**config.mk**
```make
export PLATFORM = sky130hd
export DESIGN_NAME = triumph_hazard_ctrl_flat
export DESIGN_NICKNAME = d
export VERILOG_FILES = /design/src/rtl/triumph_hazard_ctrl_pkg.sv /design/src/rtl/triumph_hazard_ctrl_if.sv /design/src/rtl/triumph_hazard_ctrl_scoreboard.sv /design/src/rtl/triumph_hazard_ctrl.sv /design/src/flat_wrapper.sv
export SDC_FILE = /design/constraint.sdc
export NUM_CORES = 1
export LEC_CHECK = 0
export CORE_ASPECT_RATIO = 0.7
export CORE_MARGIN = 2
export CORE_UTILIZATION = 60
export CTS_CLUSTER_DIAMETER = 150
export DETAILED_ROUTE_END_ITERATION = 8
export HOLD_SLACK_MARGIN = 0.15
export PLACE_DENSITY = 0.82
export SLEW_MARGIN = 20
export SYNTH_ARGS = -nofsm -noshare
export SYNTH_HDL_FRONTEND = slang
export SYNTH_SLANG_ARGS = --single-unit
```
**constraint.sdc**
```tcl
create_clock -name clk_i -period 10.1 [get_ports clk_i]
set_input_delay 2.525 -clock clk_i [delete_from_list [all_inputs] [get_ports clk_i]]
set_output_delay 2.525 -clock clk_i [all_outputs]
set_load 0.005 [all_outputs]
```
**src/rtl/triumph_hazard_ctrl_pkg.sv**
```systemverilog
// ---------------------------------------------------------------------------
// triumph_pkg
// Shared definitions for the Triumph hazard/issue controller:
//   - hz_state_e : FSM state encoding (RUN / STALL / FLUSH)
//   - REG_ADDR_W : register address width
//   - SB_CNT_W   : width of each per-register pending-write counter
// ---------------------------------------------------------------------------
package triumph_pkg;
    localparam int REG_ADDR_W = 5;
    localparam int SB_CNT_W   = 2;
    localparam int NUM_REGS   = 1 << REG_ADDR_W;

    localparam logic [SB_CNT_W-1:0] SB_CNT_MAX = '1;

    typedef enum logic [1:0] {
        RUN   = 2'd0,
        STALL = 2'd1,
        FLUSH = 2'd2
    } hz_state_e;
endpackage

```
**src/rtl/triumph_hazard_ctrl_if.sv**
```systemverilog
// ---------------------------------------------------------------------------
// triumph_hazard_ctrl_if
// Bundles the ID / EX / WB side signals of the hazard controller.
//   master : pipeline side (drives the ID/EX/WB status, receives decisions)
//   slave  : the hazard controller itself
// Parameter CNT_W sets the width of the stall performance counter.
// ---------------------------------------------------------------------------
interface triumph_hazard_ctrl_if #(
    parameter int CNT_W = 16
);
    import triumph_pkg::*;

    logic                  id_valid_i;
    logic [REG_ADDR_W-1:0] id_rs1_addr_i;
    logic                  id_rs1_used_i;
    logic [REG_ADDR_W-1:0] id_rs2_addr_i;
    logic                  id_rs2_used_i;
    logic [REG_ADDR_W-1:0] id_rd_addr_i;
    logic                  id_rd_we_i;
    logic                  ex_busy_i;
    logic                  wb_valid_i;
    logic [REG_ADDR_W-1:0] wb_rd_addr_i;
    logic                  flush_req_i;

    logic                  id_issue_o;
    logic                  if_stall_o;
    logic                  id_flush_o;
    logic                  fwd_rs1_o;
    logic                  fwd_rs2_o;
    logic [CNT_W-1:0]      stall_cnt_o;

    modport master (
        output id_valid_i, id_rs1_addr_i, id_rs1_used_i, id_rs2_addr_i,
               id_rs2_used_i, id_rd_addr_i, id_rd_we_i, ex_busy_i,
               wb_valid_i, wb_rd_addr_i, flush_req_i,
        input  id_issue_o, if_stall_o, id_flush_o, fwd_rs1_o, fwd_rs2_o,
               stall_cnt_o
    );

    modport slave (
        input  id_valid_i, id_rs1_addr_i, id_rs1_used_i, id_rs2_addr_i,
               id_rs2_used_i, id_rd_addr_i, id_rd_we_i, ex_busy_i,
               wb_valid_i, wb_rd_addr_i, flush_req_i,
        output id_issue_o, if_stall_o, id_flush_o, fwd_rs1_o, fwd_rs2_o,
               stall_cnt_o
    );
endinterface

```
**src/rtl/triumph_hazard_ctrl_scoreboard.sv**
```systemverilog
// ---------------------------------------------------------------------------
// triumph_scoreboard
// Per-register pending-write counters for x1..x31 (x0 reads as always idle).
// Ports:
//   clk_i, rst_i          : clock, asynchronous active-low reset
//   set_en / set_addr     : an issued instruction will write set_addr
//   clr_en / clr_addr     : WB writes clr_addr this cycle
//   rs1_addr / rs2_addr   : operand query addresses
//   rs*_pending           : operand register has an outstanding write
//   rs*_one               : exactly one write outstanding
//   rd_addr / rd_full     : destination counter is saturated
// ---------------------------------------------------------------------------
module triumph_scoreboard
    import triumph_pkg::*;
(
    input  logic                  clk_i,
    input  logic                  rst_i,
    input  logic                  set_en,
    input  logic [REG_ADDR_W-1:0] set_addr,
    input  logic                  clr_en,
    input  logic [REG_ADDR_W-1:0] clr_addr,
    input  logic [REG_ADDR_W-1:0] rs1_addr,
    input  logic [REG_ADDR_W-1:0] rs2_addr,
    input  logic [REG_ADDR_W-1:0] rd_addr,
    output logic                  rs1_pending,
    output logic                  rs1_one,
    output logic                  rs2_pending,
    output logic                  rs2_one,
    output logic                  rd_full
);
    logic [SB_CNT_W-1:0] cnt_vec [NUM_REGS];

    // x0 is hard-wired idle so queries on it never report a hazard.
    assign cnt_vec[0] = '0;

    genvar gi;
    generate
        for (gi = 1; gi < NUM_REGS; gi++) begin : g_reg
            logic [SB_CNT_W-1:0] cnt_reg;
            logic                inc;
            logic                dec;

            // The issue logic never lets a saturated counter be incremented,
            // the guard only keeps the counter from wrapping.
            assign inc = set_en && (set_addr == REG_ADDR_W'(gi)) && (cnt_reg != SB_CNT_MAX);
            // Write-backs to registers with nothing pending are ignored.
            assign dec = clr_en && (clr_addr == REG_ADDR_W'(gi)) && (cnt_reg != '0);

            always_ff @(posedge clk_i or negedge rst_i) begin
                if (!rst_i) begin
                    cnt_reg <= '0;
                end else if (inc && !dec) begin
                    cnt_reg <= cnt_reg + 1'b1;
                end else if (dec && !inc) begin
                    cnt_reg <= cnt_reg - 1'b1;
                end
            end

            assign cnt_vec[gi] = cnt_reg;
        end
    endgenerate

    assign rs1_pending = (cnt_vec[rs1_addr] != '0);
    assign rs1_one     = (cnt_vec[rs1_addr] == SB_CNT_W'(1));
    assign rs2_pending = (cnt_vec[rs2_addr] != '0);
    assign rs2_one     = (cnt_vec[rs2_addr] == SB_CNT_W'(1));
    assign rd_full     = (cnt_vec[rd_addr] == SB_CNT_MAX);
endmodule

```
**src/rtl/triumph_hazard_ctrl.sv**
```systemverilog
// ---------------------------------------------------------------------------
// triumph_hazard_ctrl
// Hazard and issue controller between ID and EX of the Triumph core.
// Gates ID->EX issue on RAW/WAW hazards and a busy EX unit, sequences the
// IF/ID flush after a taken branch and counts stall cycles.
// Ports:
//   clk_i : core clock
//   rst_i : asynchronous active-low reset
//   hz    : triumph_hazard_ctrl_if.slave (ID/EX/WB status in, decisions out)
// Parameters:
//   FLUSH_CYCLES : cycles ID stays flushed after a flush request (1..7)
//   CNT_W        : stall counter width
// Build option:
//   TRIUMPH_FWD_EN : enables WB->ID forwarding (fwd_rs1_o/fwd_rs2_o and the
//                    WB-cycle RAW exception); otherwise forwarding is off.
// ---------------------------------------------------------------------------
module triumph_hazard_ctrl
    import triumph_pkg::*;
#(
    parameter int FLUSH_CYCLES = 2,
    parameter int CNT_W        = 16
) (
    input  logic                  clk_i,
    input  logic                  rst_i,
    triumph_hazard_ctrl_if.slave  hz
);
    localparam logic [2:0] FLUSH_LOAD = 3'(FLUSH_CYCLES - 1);

    hz_state_e        state_reg, state_next;
    logic [2:0]       flush_cnt_reg, flush_cnt_next;
    logic [CNT_W-1:0] stall_cnt_reg;

    logic rs1_pending, rs1_one, rs2_pending, rs2_one, rd_full;
    logic raw_rs1, raw_rs2, waw;
    logic fwd_rs1, fwd_rs2;
    logic in_flush, issue, stall, sb_set;

    assign sb_set = issue && hz.id_rd_we_i && (hz.id_rd_addr_i != '0);

    triumph_scoreboard u_scoreboard (
        .clk_i       (clk_i),
        .rst_i       (rst_i),
        .set_en      (sb_set),
        .set_addr    (hz.id_rd_addr_i),
        .clr_en      (hz.wb_valid_i),
        .clr_addr    (hz.wb_rd_addr_i),
        .rs1_addr    (hz.id_rs1_addr_i),
        .rs2_addr    (hz.id_rs2_addr_i),
        .rd_addr     (hz.id_rd_addr_i),
        .rs1_pending (rs1_pending),
        .rs1_one     (rs1_one),
        .rs2_pending (rs2_pending),
        .rs2_one     (rs2_one),
        .rd_full     (rd_full)
    );

`ifdef TRIUMPH_FWD_EN
    logic wb_hit_rs1, wb_hit_rs2;
    assign wb_hit_rs1 = hz.wb_valid_i && hz.id_rs1_used_i && (hz.id_rs1_addr_i != '0)
                        && (hz.wb_rd_addr_i == hz.id_rs1_addr_i);
    assign wb_hit_rs2 = hz.wb_valid_i && hz.id_rs2_used_i && (hz.id_rs2_addr_i != '0)
                        && (hz.wb_rd_addr_i == hz.id_rs2_addr_i);
    // The last outstanding write is on the WB bus right now: take it from there.
    assign raw_rs1 = hz.id_rs1_used_i && rs1_pending && !(rs1_one && wb_hit_rs1);
    assign raw_rs2 = hz.id_rs2_used_i && rs2_pending && !(rs2_one && wb_hit_rs2);
    assign fwd_rs1 = wb_hit_rs1;
    assign fwd_rs2 = wb_hit_rs2;
`else
    logic unused_one;
    assign unused_one = rs1_one ^ rs2_one;
    assign raw_rs1 = hz.id_rs1_used_i && rs1_pending;
    assign raw_rs2 = hz.id_rs2_used_i && rs2_pending;
    assign fwd_rs1 = 1'b0;
    assign fwd_rs2 = 1'b0;
`endif

    assign waw      = hz.id_rd_we_i && rd_full;
    assign in_flush = hz.flush_req_i || (state_reg == FLUSH);
    assign issue    = hz.id_valid_i && !in_flush && !hz.ex_busy_i && !raw_rs1 && !raw_rs2 && !waw;
    assign stall    = hz.id_valid_i && !issue && !in_flush;

    always_comb begin
        state_next     = state_reg;
        flush_cnt_next = flush_cnt_reg;
        if (hz.flush_req_i) begin
            state_next     = FLUSH;
            flush_cnt_next = FLUSH_LOAD;
        end else begin
            case (state_reg)
                RUN:     if (stall) state_next = STALL;
                STALL:   if (issue) state_next = RUN;
                FLUSH: begin
                    if (flush_cnt_reg == 3'd0) begin
                        state_next = RUN;
                    end else begin
                        flush_cnt_next = flush_cnt_reg - 3'd1;
                    end
                end
                default: state_next = RUN;
            endcase
        end
    end

    always_ff @(posedge clk_i or negedge rst_i) begin
        if (!rst_i) begin
            state_reg     <= RUN;
            flush_cnt_reg <= 3'd0;
            stall_cnt_reg <= '0;
        end else begin
            state_reg     <= state_next;
            flush_cnt_reg <= flush_cnt_next;
            if (stall && (stall_cnt_reg != '1)) begin
                stall_cnt_reg <= stall_cnt_reg + 1'b1;
            end
        end
    end

    // Decisions are qualified with reset so nothing issues while held in reset.
    assign hz.id_issue_o  = rst_i && issue;
    assign hz.if_stall_o  = rst_i && stall;
    assign hz.id_flush_o  = rst_i && in_flush;
    assign hz.fwd_rs1_o   = rst_i && fwd_rs1;
    assign hz.fwd_rs2_o   = rst_i && fwd_rs2;
    assign hz.stall_cnt_o = stall_cnt_reg;
endmodule

```
**src/flat_wrapper.sv**
```systemverilog
// flat-port wrapper written by rule: the top's interface ports become plain ports
module triumph_hazard_ctrl_flat import triumph_pkg::*;
#(
    parameter int FLUSH_CYCLES = 2,
    parameter int CNT_W        = 16
)
  (clk_i, rst_i, hz_id_valid_i, hz_id_rs1_addr_i, hz_id_rs1_used_i, hz_id_rs2_addr_i, hz_id_rs2_used_i, hz_id_rd_addr_i, hz_id_rd_we_i, hz_ex_busy_i, hz_wb_valid_i, hz_wb_rd_addr_i, hz_flush_req_i, hz_id_issue_o, hz_if_stall_o, hz_id_flush_o, hz_fwd_rs1_o, hz_fwd_rs2_o, hz_stall_cnt_o);
  triumph_hazard_ctrl_if #(.CNT_W(CNT_W)) hz_i ();
  input  logic clk_i;
  input  logic rst_i;
  input wire logic [$bits(hz_i.id_valid_i)-1:0] hz_id_valid_i;
  input wire logic [$bits(hz_i.id_rs1_addr_i)-1:0] hz_id_rs1_addr_i;
  input wire logic [$bits(hz_i.id_rs1_used_i)-1:0] hz_id_rs1_used_i;
  input wire logic [$bits(hz_i.id_rs2_addr_i)-1:0] hz_id_rs2_addr_i;
  input wire logic [$bits(hz_i.id_rs2_used_i)-1:0] hz_id_rs2_used_i;
  input wire logic [$bits(hz_i.id_rd_addr_i)-1:0] hz_id_rd_addr_i;
  input wire logic [$bits(hz_i.id_rd_we_i)-1:0] hz_id_rd_we_i;
  input wire logic [$bits(hz_i.ex_busy_i)-1:0] hz_ex_busy_i;
  input wire logic [$bits(hz_i.wb_valid_i)-1:0] hz_wb_valid_i;
  input wire logic [$bits(hz_i.wb_rd_addr_i)-1:0] hz_wb_rd_addr_i;
  input wire logic [$bits(hz_i.flush_req_i)-1:0] hz_flush_req_i;
  output wire logic [$bits(hz_i.id_issue_o)-1:0] hz_id_issue_o;
  output wire logic [$bits(hz_i.if_stall_o)-1:0] hz_if_stall_o;
  output wire logic [$bits(hz_i.id_flush_o)-1:0] hz_id_flush_o;
  output wire logic [$bits(hz_i.fwd_rs1_o)-1:0] hz_fwd_rs1_o;
  output wire logic [$bits(hz_i.fwd_rs2_o)-1:0] hz_fwd_rs2_o;
  output wire logic [$bits(hz_i.stall_cnt_o)-1:0] hz_stall_cnt_o;
  assign hz_i.id_valid_i = hz_id_valid_i;
  assign hz_i.id_rs1_addr_i = hz_id_rs1_addr_i;
  assign hz_i.id_rs1_used_i = hz_id_rs1_used_i;
  assign hz_i.id_rs2_addr_i = hz_id_rs2_addr_i;
  assign hz_i.id_rs2_used_i = hz_id_rs2_used_i;
  assign hz_i.id_rd_addr_i = hz_id_rd_addr_i;
  assign hz_i.id_rd_we_i = hz_id_rd_we_i;
  assign hz_i.ex_busy_i = hz_ex_busy_i;
  assign hz_i.wb_valid_i = hz_wb_valid_i;
  assign hz_i.wb_rd_addr_i = hz_wb_rd_addr_i;
  assign hz_i.flush_req_i = hz_flush_req_i;
  assign hz_id_issue_o = hz_i.id_issue_o;
  assign hz_if_stall_o = hz_i.if_stall_o;
  assign hz_id_flush_o = hz_i.id_flush_o;
  assign hz_fwd_rs1_o = hz_i.fwd_rs1_o;
  assign hz_fwd_rs2_o = hz_i.fwd_rs2_o;
  assign hz_stall_cnt_o = hz_i.stall_cnt_o;
  triumph_hazard_ctrl #(.FLUSH_CYCLES(FLUSH_CYCLES), .CNT_W(CNT_W)) u_core (.clk_i(clk_i), .rst_i(rst_i), .hz(hz_i));
endmodule
```
**Word level (Yosys, flattened, before mapping)**

Index checks and enable logic that the tools add are counted.

- Input bits: 29
- Word-level logic and storage cells: 625
- Output and inout bits: 21
- Register bits: 83

- Reductions and logical operators: 341
- Bitwise operators: 3
- Muxes and demuxes: 79
- Equality and inequality tests: 101
- $add $sub $neg: 64
- $lt $le $gt $ge: 3

Operators with widths:

| operator | number |
|---|---|
| logical AND 1 bit | 202 |
| equality test 5 bit (second input constant) | 32 |
| two-way mux 2 bit | 72 |
| nonzero test 2 bit | 65 |
| equality test 5 x 4 -> 1 bit (second input constant) | 16 |
| zero test 1 bit | 68 |
| inequality test 2 bit (second input constant) | 32 |
| adder 2 x 1 -> 2 bit (second input constant) | 31 |
| subtractor 2 x 1 -> 2 bit (second input constant) | 31 |
| equality test 5 x 3 -> 1 bit (second input constant) | 8 |
| binary-select mux 2 bit (select 5 bit) | 3 |
| equality test 5 x 2 -> 1 bit (second input constant) | 4 |
| >= comparator 6 bit (second input constant) | 3 |
| inverter 5 -> 6 bit | 3 |
| adder 16 x 1 -> 16 bit (second input constant) | 1 |
| inequality test 16 bit (second input constant) | 1 |
| equality test 5 x 1 -> 1 bit (second input constant) | 2 |
| two-way mux 3 bit | 3 |
| inequality test 3 x 2 -> 1 bit (second input constant) | 2 |
| case mux 2 bit (3 select lines) | 1 |
| nonzero test 5 bit | 1 |
| equality test 2 bit (second input constant) | 2 |
| zero test 3 bit | 1 |
| inequality test 3 bit (second input constant) | 1 |
| other kinds (6) | 6 |

**Depth between registers and ports, before layout**

Gate-level depths: netlist (run 1).

- Depth in word-level cells: 18
- Mapped depth: 16

**Modules after synthesis**

Synthesis (run 1) repeated with hierarchy kept, for this count alone.

- Cells, all modules: 652
- Area, all modules: 6297.3 µm²

Modules (own cells, without submodules):

| module | cells each | instances | sequential area each (µm²) | area each (µm²) |
|---|---|---|---|---|
| triumph_scoreboard | 539 | 1 | 1551.5 | 5181.2 |
| triumph_hazard_ctrl | 113 | 1 | 525.5 | 1116.1 |

**Least setup slack after synthesis (run 1)**

Ideal clock, no wire load.

- Path type: input to output
- Start point: input port hz_id_rd_addr_i[0]
- End point: output port hz_if_stall_o
- Stages on the path: 9
- Required time: 7575 ps
- Data arrival time: 4754 ps
- Slack: 2821 ps
- Cell sequence: buf_6 > buf_6 > mux4_2 > mux4_2 > nand3_1 > or4b_4 > buf_6 > buf_6 > and3_1

- Cells in the longest elaborated chain, start to end: 12

RTL lines:

| what | line | RTL |
|---|---|---|
| start: declaration | flat_wrapper.sv:16 | `input wire logic [$bits(hz_i.id_rd_addr_i)-1:0] hz_id_rd_addr_i;` |
| inverter 5 -> 6 bit (not written as such) | triumph_hazard_ctrl_scoreboard.sv:67 | `assign rd_full = (cnt_vec[rd_addr] == SB_CNT_MAX);` |
| binary-select mux 2 bit (select 5 bit) | triumph_hazard_ctrl_scoreboard.sv:67 |  |
| two-way mux 2 bit (not written as such) (2 in a row) | triumph_hazard_ctrl_scoreboard.sv:67 |  |
| equality test 2 bit | triumph_hazard_ctrl_scoreboard.sv:67 |  |
| logical AND 1 bit | triumph_hazard_ctrl.sv:77 | `assign waw = hz.id_rd_we_i && rd_full;` |
| zero test 1 bit | triumph_hazard_ctrl.sv:79 | `assign issue = hz.id_valid_i && !in_flush && !hz.ex_busy_i && !raw_rs1 && !raw_rs2 && !waw;` |
| logical AND 1 bit | triumph_hazard_ctrl.sv:79 |  |
| zero test 1 bit | triumph_hazard_ctrl.sv:80 | `assign stall = hz.id_valid_i && !issue && !in_flush;` |
| logical AND 1 bit (2 in a row) | triumph_hazard_ctrl.sv:80 |  |
| logical AND 1 bit | triumph_hazard_ctrl.sv:120 | `assign hz.if_stall_o = rst_i && stall;` |
| end: declaration | flat_wrapper.sv:23 | `output wire logic [$bits(hz_i.if_stall_o)-1:0] hz_if_stall_o;` |

Every way passes these cells. The select of a mux whose other input is x is not followed.

**Worst setup path after layout (run 1)**

Ends and elaborated chain as after synthesis.

==> results of run 1 <==
-- worst min-delay path by stage --
stage / from / end / slack (ns)
6_report: u_core.hz.stall_cnt_o[7]$_DFFE_PN0P_ / u_core.hz.stall_cnt_o[7]$_DFFE_PN0P_ / 0.50
5_1_grt: u_core.u_scoreboard.g_reg[21].cnt_reg[1]$_DFFE_PN0P_ / u_core.u_scoreboard.g_reg[21].cnt_reg[1]$_DFFE_PN0P_ / 0.52
4_1_cts: u_core.u_scoreboard.g_reg[19].cnt_reg[1]$_DFFE_PN0P_ / u_core.u_scoreboard.g_reg[19].cnt_reg[1]$_DFFE_PN0P_ / 0.50
3_5_place_dp: u_core.u_scoreboard.g_reg[19].cnt_reg[1]$_DFFE_PN0P_ / u_core.u_scoreboard.g_reg[19].cnt_reg[1]$_DFFE_PN0P_ / 0.48
3_3_place_gp: u_core.hz.stall_cnt_o[9]$_DFFE_PN0P_ / u_core.hz.stall_cnt_o[9]$_DFFE_PN0P_ / 0.48
2_1_floorplan: u_core.u_scoreboard.g_reg[17].cnt_reg[1]$_DFFE_PN0P_ / u_core.u_scoreboard.g_reg[17].cnt_reg[1]$_DFFE_PN0P_ / 0.46
-- cells by family (layout without fill, tap and decap cells) --
family          after synthesis  count (layout)  share of synthesized area [%]
simple gates                257             257                          23.15
compound gates               84              84                          8.678
xor+xnor                    108             108                          16.04
other cells                   1               2                        0.06359
buf+inv                      41              74                          3.373
fa+ha+maj                    34              34                          7.214
mux                          19              19                          6.259
flops                        83              83                          35.22
-- cell type report --
cell class	count	area, µm²	share of cell area [%]
well taps	128	160.2	2.396
repair buffers	49	478.0	7.150
multi-input cells	504	3625	54.22
clock inverters	5	58.81	0.8797
flip-flops and latches	83	2077	31.07
inverters	9	33.78	0.5053
clock buffers	11	252.7	3.781
-- power by group --
group          total (µW)  switching (µW)  leakage, µW  internal (µW)
logic                 284             142      0.00192            142
registers             489            95.8      0.00113            394
clock network         344             138     0.000148            205
total                1120             377      0.00319            741
-- layout by cell type (no fill, tap or decap), types with 10 or more instances in the layout --
master,netlist,layout
nand2_1,39,39
nand3_1,18,18
xnor2_1,44,44
nor2_1,79,79
clkdlybuf4s50_1,0,45
nor3_1,20,20
and4_1,10,10
mux4_2,14,14
dfrtp_1,83,83
a21oi_1,28,28
nand3b_1,22,22
and3_1,31,31
o21ai_0,23,23
ha_1,34,34
xor2_1,64,64
-- per-layer routing --
| metal | vias to the layer above | share of wire (%) | wire length, µm | global-route usage (%) |
|---|---|---|---|---|
| met5 | - | 0 | 0 | 0 |
| met4 | 0 | 2.3 | 371 | 9.613 |
| met3 | 42 | 13 | 2094 | 12.11 |
| met2 | 309 | 43 | 6890 | 45.30 |
| met1 | 2393 | 42 | 6724 | 44.91 |
| li1 | 2276 | - | - | - |
-- synthesized netlist by cell type (all sizes together), types with 15 or more instances --
library cell and number:
dfrtp 83, nand3b 22, nor3 21, o21ai 23, ha 34, clkbuf 17
buf 15, and3 31, nor2 81, nand2 39, xor2 64, xnor2 44
a21oi 28, nand3 19
-- worst max-delay path, stage by stage --
cell,delay (ns)
clkdlybuf4s50_1,1.18
mux4_2,0.61
mux4_2,0.47
nand3_1,0.10
or4b_4,0.64
and3_1,0.26
clkdlybuf4s50_1,0.46
-- stage by stage --
step	cell area [µm²]	cells	hold slack, ns
floorplan	5901	628	0.4641
global placement	6379	773	0.4768
detailed placement	6379	773	0.4827
CTS	6690	789	0.4950
global route	6685	789	0.5202
finish	6685	789	0.4978
==> impl_metrics.tcl, run 1 <==
set metrics [dict create \
    status "complete, no violations" \
    fp-row-count 30 \
    synthTopCellsByArea "dfrtp_1 35%, xor2_1 9.5%, ha_1 7.2%" \
    powerDensity_mw_per_mm2 167.2 \
    synth_top_cell_by_area "dfrtp_1" \
    insertedDiodeCount 0 \
    async_flop_share_pct 100.0 \
    synth_ff_type "dfrtp_1" \
    netlist_instances 627 \
    ant_nets 0 \
    via_count 5020 \
    syn_area_mm2 0.005897 \
    min_period_ns 8.806 \
    setup_tns_ns 0 \
    antenna_found_initial 0 \
    start_util_pct 61.37 \
    grt_pass1_vias 4777 \
    cp_data_arrival_time_ns 6.28 \
    grt_usage_pct 31.79 \
    finalPower_uw 1117 \
    synth.top_cell.area_share_pct 35.22 \
    dp_hpwl_mm 11.74 \
    synth_edf_count 0 \
    syn_to_final_growth_pct 13.37 \
    timing.final.max_slew_violations 0 \
    clockRootBuffer "clkbuf_16" \
    rrSetupSlack_ns 6.08 \
    synth_area_per_cell_um2 9.405 \
    drt_first_pass_iters 5 \
    htreeDepth 3 \
    setup_ws_ns 1.294 \
    dp_slack_ns 1.323 \
    cp-startpoint "hz_id_rd_addr_i[0]" \
    cts_sinks 83 \
    gp_congestion 1.002 \
    slew_headroom_pct 27.66 \
    period_share_pct 87.19 \
    rsz0062_at_grt "no" \
    grt_first_pass_wirelength_mm 25.60 \
    hold_path_class "reg2reg" \
    numCtsBuffers 9 \
    vias_per_cell 6.362 \
    leakage_uw 0.003191 \
    drv_cap 0 \
    rr_worst_depth 11 \
    n_fill_cell 739 \
    cts_hold_buf 0 \
    endpoint "hz_if_stall_o" \
    yosysSeqAreaShare_pct 35.22 \
    port_buffers 47 \
    hold_viol 0 \
    path_clk_slew_ns 0.06 \
    startpoint_type "input pin" \
    fmax_ghz 0.1136 \
    core_area_mm2 0.009609 \
    grt_max_degree 56 \
    first_iter_violations 622 \
    drive_gt1_share_pct 6.354 \
    worstSetupPathType "in2out" \
    num_io_pins 50 \
    largest_reg_flops 62 \
    drcViolationCount 0 \
    layout.nets 719 \
    post_cts_buffers 0 \
    die_h_um 86.95 \
    post_cts_resize_count 0 \
    ir_worst_vdd_uv 126.4 \
    final_util_pct 69.57 \
    wl_mm 16.08 \
    max-clock-path-buffers 2 \
    clkLatencyLatePin_ns 0.35 \
    r2r_start "u_core.u_scoreboard.g_reg[27].cnt_reg[0]$_DFFE_PN0P_" \
    cp_max_fo 23 \
    cts_tree "done" \
    synth_cell_type_count 50 \
    r2r_end "u_core.u_scoreboard.g_reg[4].cnt_reg[1]$_DFFE_PN0P_" \
    yosysWarnings 0 \
    die_w_um 122.5 \
    clock_skew_ns 0.01019 \
    setup_violations 0 \
    overflow 0 \
    die_area_mm2 0.01065 \
    hold_depth 1 \
    synth-seq-cells 83 \
    wl_per_cell_um 20.38 \
    worst_slew_pin_slew_ns 1.082 \
    worstPathRequired_ns 7.58 \
    worstSetupEndpointType "output pin" \
]
Note: power is estimated with default switching activity, not from simulation.
==> run 2: changes to the inputs <==
--- a/config.mk
+++ b/config.mk
@@ -12,7 +12,9 @@
 export DETAILED_ROUTE_END_ITERATION = 8
 export HOLD_SLACK_MARGIN = 0.15
 export PLACE_DENSITY = 0.82
+export RECOVER_POWER = 100
 export SLEW_MARGIN = 20
 export SYNTH_ARGS = -nofsm -noshare
 export SYNTH_HDL_FRONTEND = slang
 export SYNTH_SLANG_ARGS = --single-unit
+export TNS_END_PERCENT = 10
==> impl_metrics.tcl, run 2 (synthesis gave the netlist of run 1 again) <==
set metrics [dict create \
    post_cts_buffers 0 \
    rr_worst_depth 12 \
    numCtsBuffers 9 \
    wl_per_cell_um 20.51 \
    hold_viol 0 \
    die_area_mm2 0.01065 \
    hold_depth 1 \
    htreeDepth 3 \
    rrSetupSlack_ns 5.05 \
    syn_to_final_growth_pct 12.65 \
    layout_common_cells "83 x dfrtp_1, 81 x nor2_1, 64 x xor2_1, 44 x xnor2_1, 39 x nand2_1" \
    grt_max_degree 56 \
    r2r_start "u_core.u_scoreboard.g_reg[27].cnt_reg[0]$_DFFE_PN0P_" \
    whs_ns 0.4927 \
    clockRootBuffer "clkbuf_16" \
    layout.nets 719 \
    drcViolationCount 0 \
    startpoint_type "input pin" \
    wl_mm 16.18 \
    start_util_pct 61.37 \
    min_to "u_core.hz.stall_cnt_o[7]$_DFFE_PN0P_" \
    cp_slowest_cell "dlygate4sd3_1" \
    final_util_pct 69.13 \
    setup_tns_ns 0 \
    cts_tree "done" \
    min_from "u_core.hz.stall_cnt_o[7]$_DFFE_PN0P_" \
    drive_gt1_share_pct 5.295 \
    ir_worst_vdd_uv 126.5 \
    largest_reg_flops 62 \
    final_common_cell "dfrtp_1" \
    antenna_found_initial 0 \
    overflow 0 \
    period_share_pct 91.45 \
    path_clk_slew_ns 0.06 \
    dp_hpwl_mm 11.74 \
    fp-row-count 30 \
    cp_max_fo 23 \
    insertedDiodeCount 0 \
    ant_nets 0 \
    cp_slowest_stage_delay_ns 1.21 \
    gp_congestion 1.002 \
    die_w_um 122.5 \
    drv_cap 3 \
    vias_per_cell 6.395 \
    via_count 5046 \
    status "finished, violations left" \
    fmax_ghz 0.1083 \
    powerDensity_mw_per_mm2 167.5 \
    hold_path_class "reg2reg" \
    grt_first_pass_wirelength_mm 25.60 \
    worstPathRequired_ns 7.58 \
    finalNonFillerCells 789 \
    cp_data_arrival_time_ns 6.71 \
    crit_chain "dlygate4sd3_1 > mux4_2 > mux4_2 > nand3_1 > or4b_1 > and3_1 > dlygate4sd3_1" \
    min_period_ns 9.236 \
    grt_usage_pct 31.79 \
    violations "capacitance limit, slew limit" \
    clkLatencyLatePin_ns 0.35 \
    post_cts_resize_count 0 \
    die_h_um 86.95 \
    core_area_mm2 0.009609 \
    worstSetupEndpointType "output pin" \
    clock_skew_ns 0.009926 \
    max-clock-path-buffers 2 \
    first_iter_violations 581 \
    r2r_end "u_core.u_scoreboard.g_reg[6].cnt_reg[1]$_DFFE_PN0P_" \
    num_io_pins 50 \
    grt_pass1_vias 4777 \
    cp-startpoint "hz_id_rd_addr_i[0]" \
    cts_hold_buf 0 \
    port_buffers 47 \
    leakage_uw 0.003229 \
    slew_headroom_pct -90.67 \
    timing.final.max_slew_violations 97 \
    cts_sinks 83 \
    drt_first_pass_iters 6 \
    worst_slew_pin_slew_ns 2.860 \
    placed_cells 773 \
    rsz0062_at_grt "no" \
    worstSetupPathType "in2out" \
    setup_violations 0 \
]
==> run 2: how the worst max path moves through the flow <==
stage / to / slack (ns) / depth (start not counted)
2_1_floorplan: hz_if_stall_o / 2.82 / 9
3_3_place_gp: hz_if_stall_o / 1.45 / 7
3_5_place_dp: hz_if_stall_o / 1.32 / 7
4_1_cts: hz_if_stall_o / 1.31 / 8
5_1_grt: hz_if_stall_o / 0.75 / 7
6_report: hz_if_stall_o / 0.86 / 7
==> run 2: power breakdown <==
group	total, µW	internal (µW)	switching [µW]
Sequential	489	394	95.1
Clock	344	205	138
Combinational	280	138	143
==> run 2: layout make-up <==
class / count / area (µm²)
fill: 750 / 2967
inverter: 9 / 33.78
multi-input combinational: 504 / 3590
clock buffer: 11 / 252.7
timing repair buffer: 49 / 470.5
sequential: 83 / 2077
clock inverter: 5 / 58.81
tap: 128 / 160.2
==> run 2: critical path: cells and delay by family <==
family	cells	cell delay, ns
AND/OR/NAND/NOR	3	1.30
multiplexers	2	1.08
buffers and inverters	2	1.80
==> run 2: layer usage <==
layer / routed length [µm] / global-route usage (%) / vias up
met3: 2064 / 12.11 / 48
met4: 372 / 9.613 / 0
li1: - / - / 2275
met1: 6884 / 44.91 / 2408
met2: 6862 / 45.30 / 315
met5: 0 / 0 / -
==> run 2: per-stage QoR <==
| step | total power (µW) | setup WS, ns | cell area (µm²) |
|---|---|---|---|
| 3_3_place_gp | 750.0 | 1.453 | 6379 |
| 2_1_floorplan | 659.6 | 2.821 | 5901 |
| 6_report | 1113 | 0.8637 | 6643 |
| 5_1_grt | 1172 | 0.7536 | 6643 |
| 3_5_place_dp | 766.7 | 1.323 | 6379 |
| 4_1_cts | 1117 | 1.312 | 6690 |
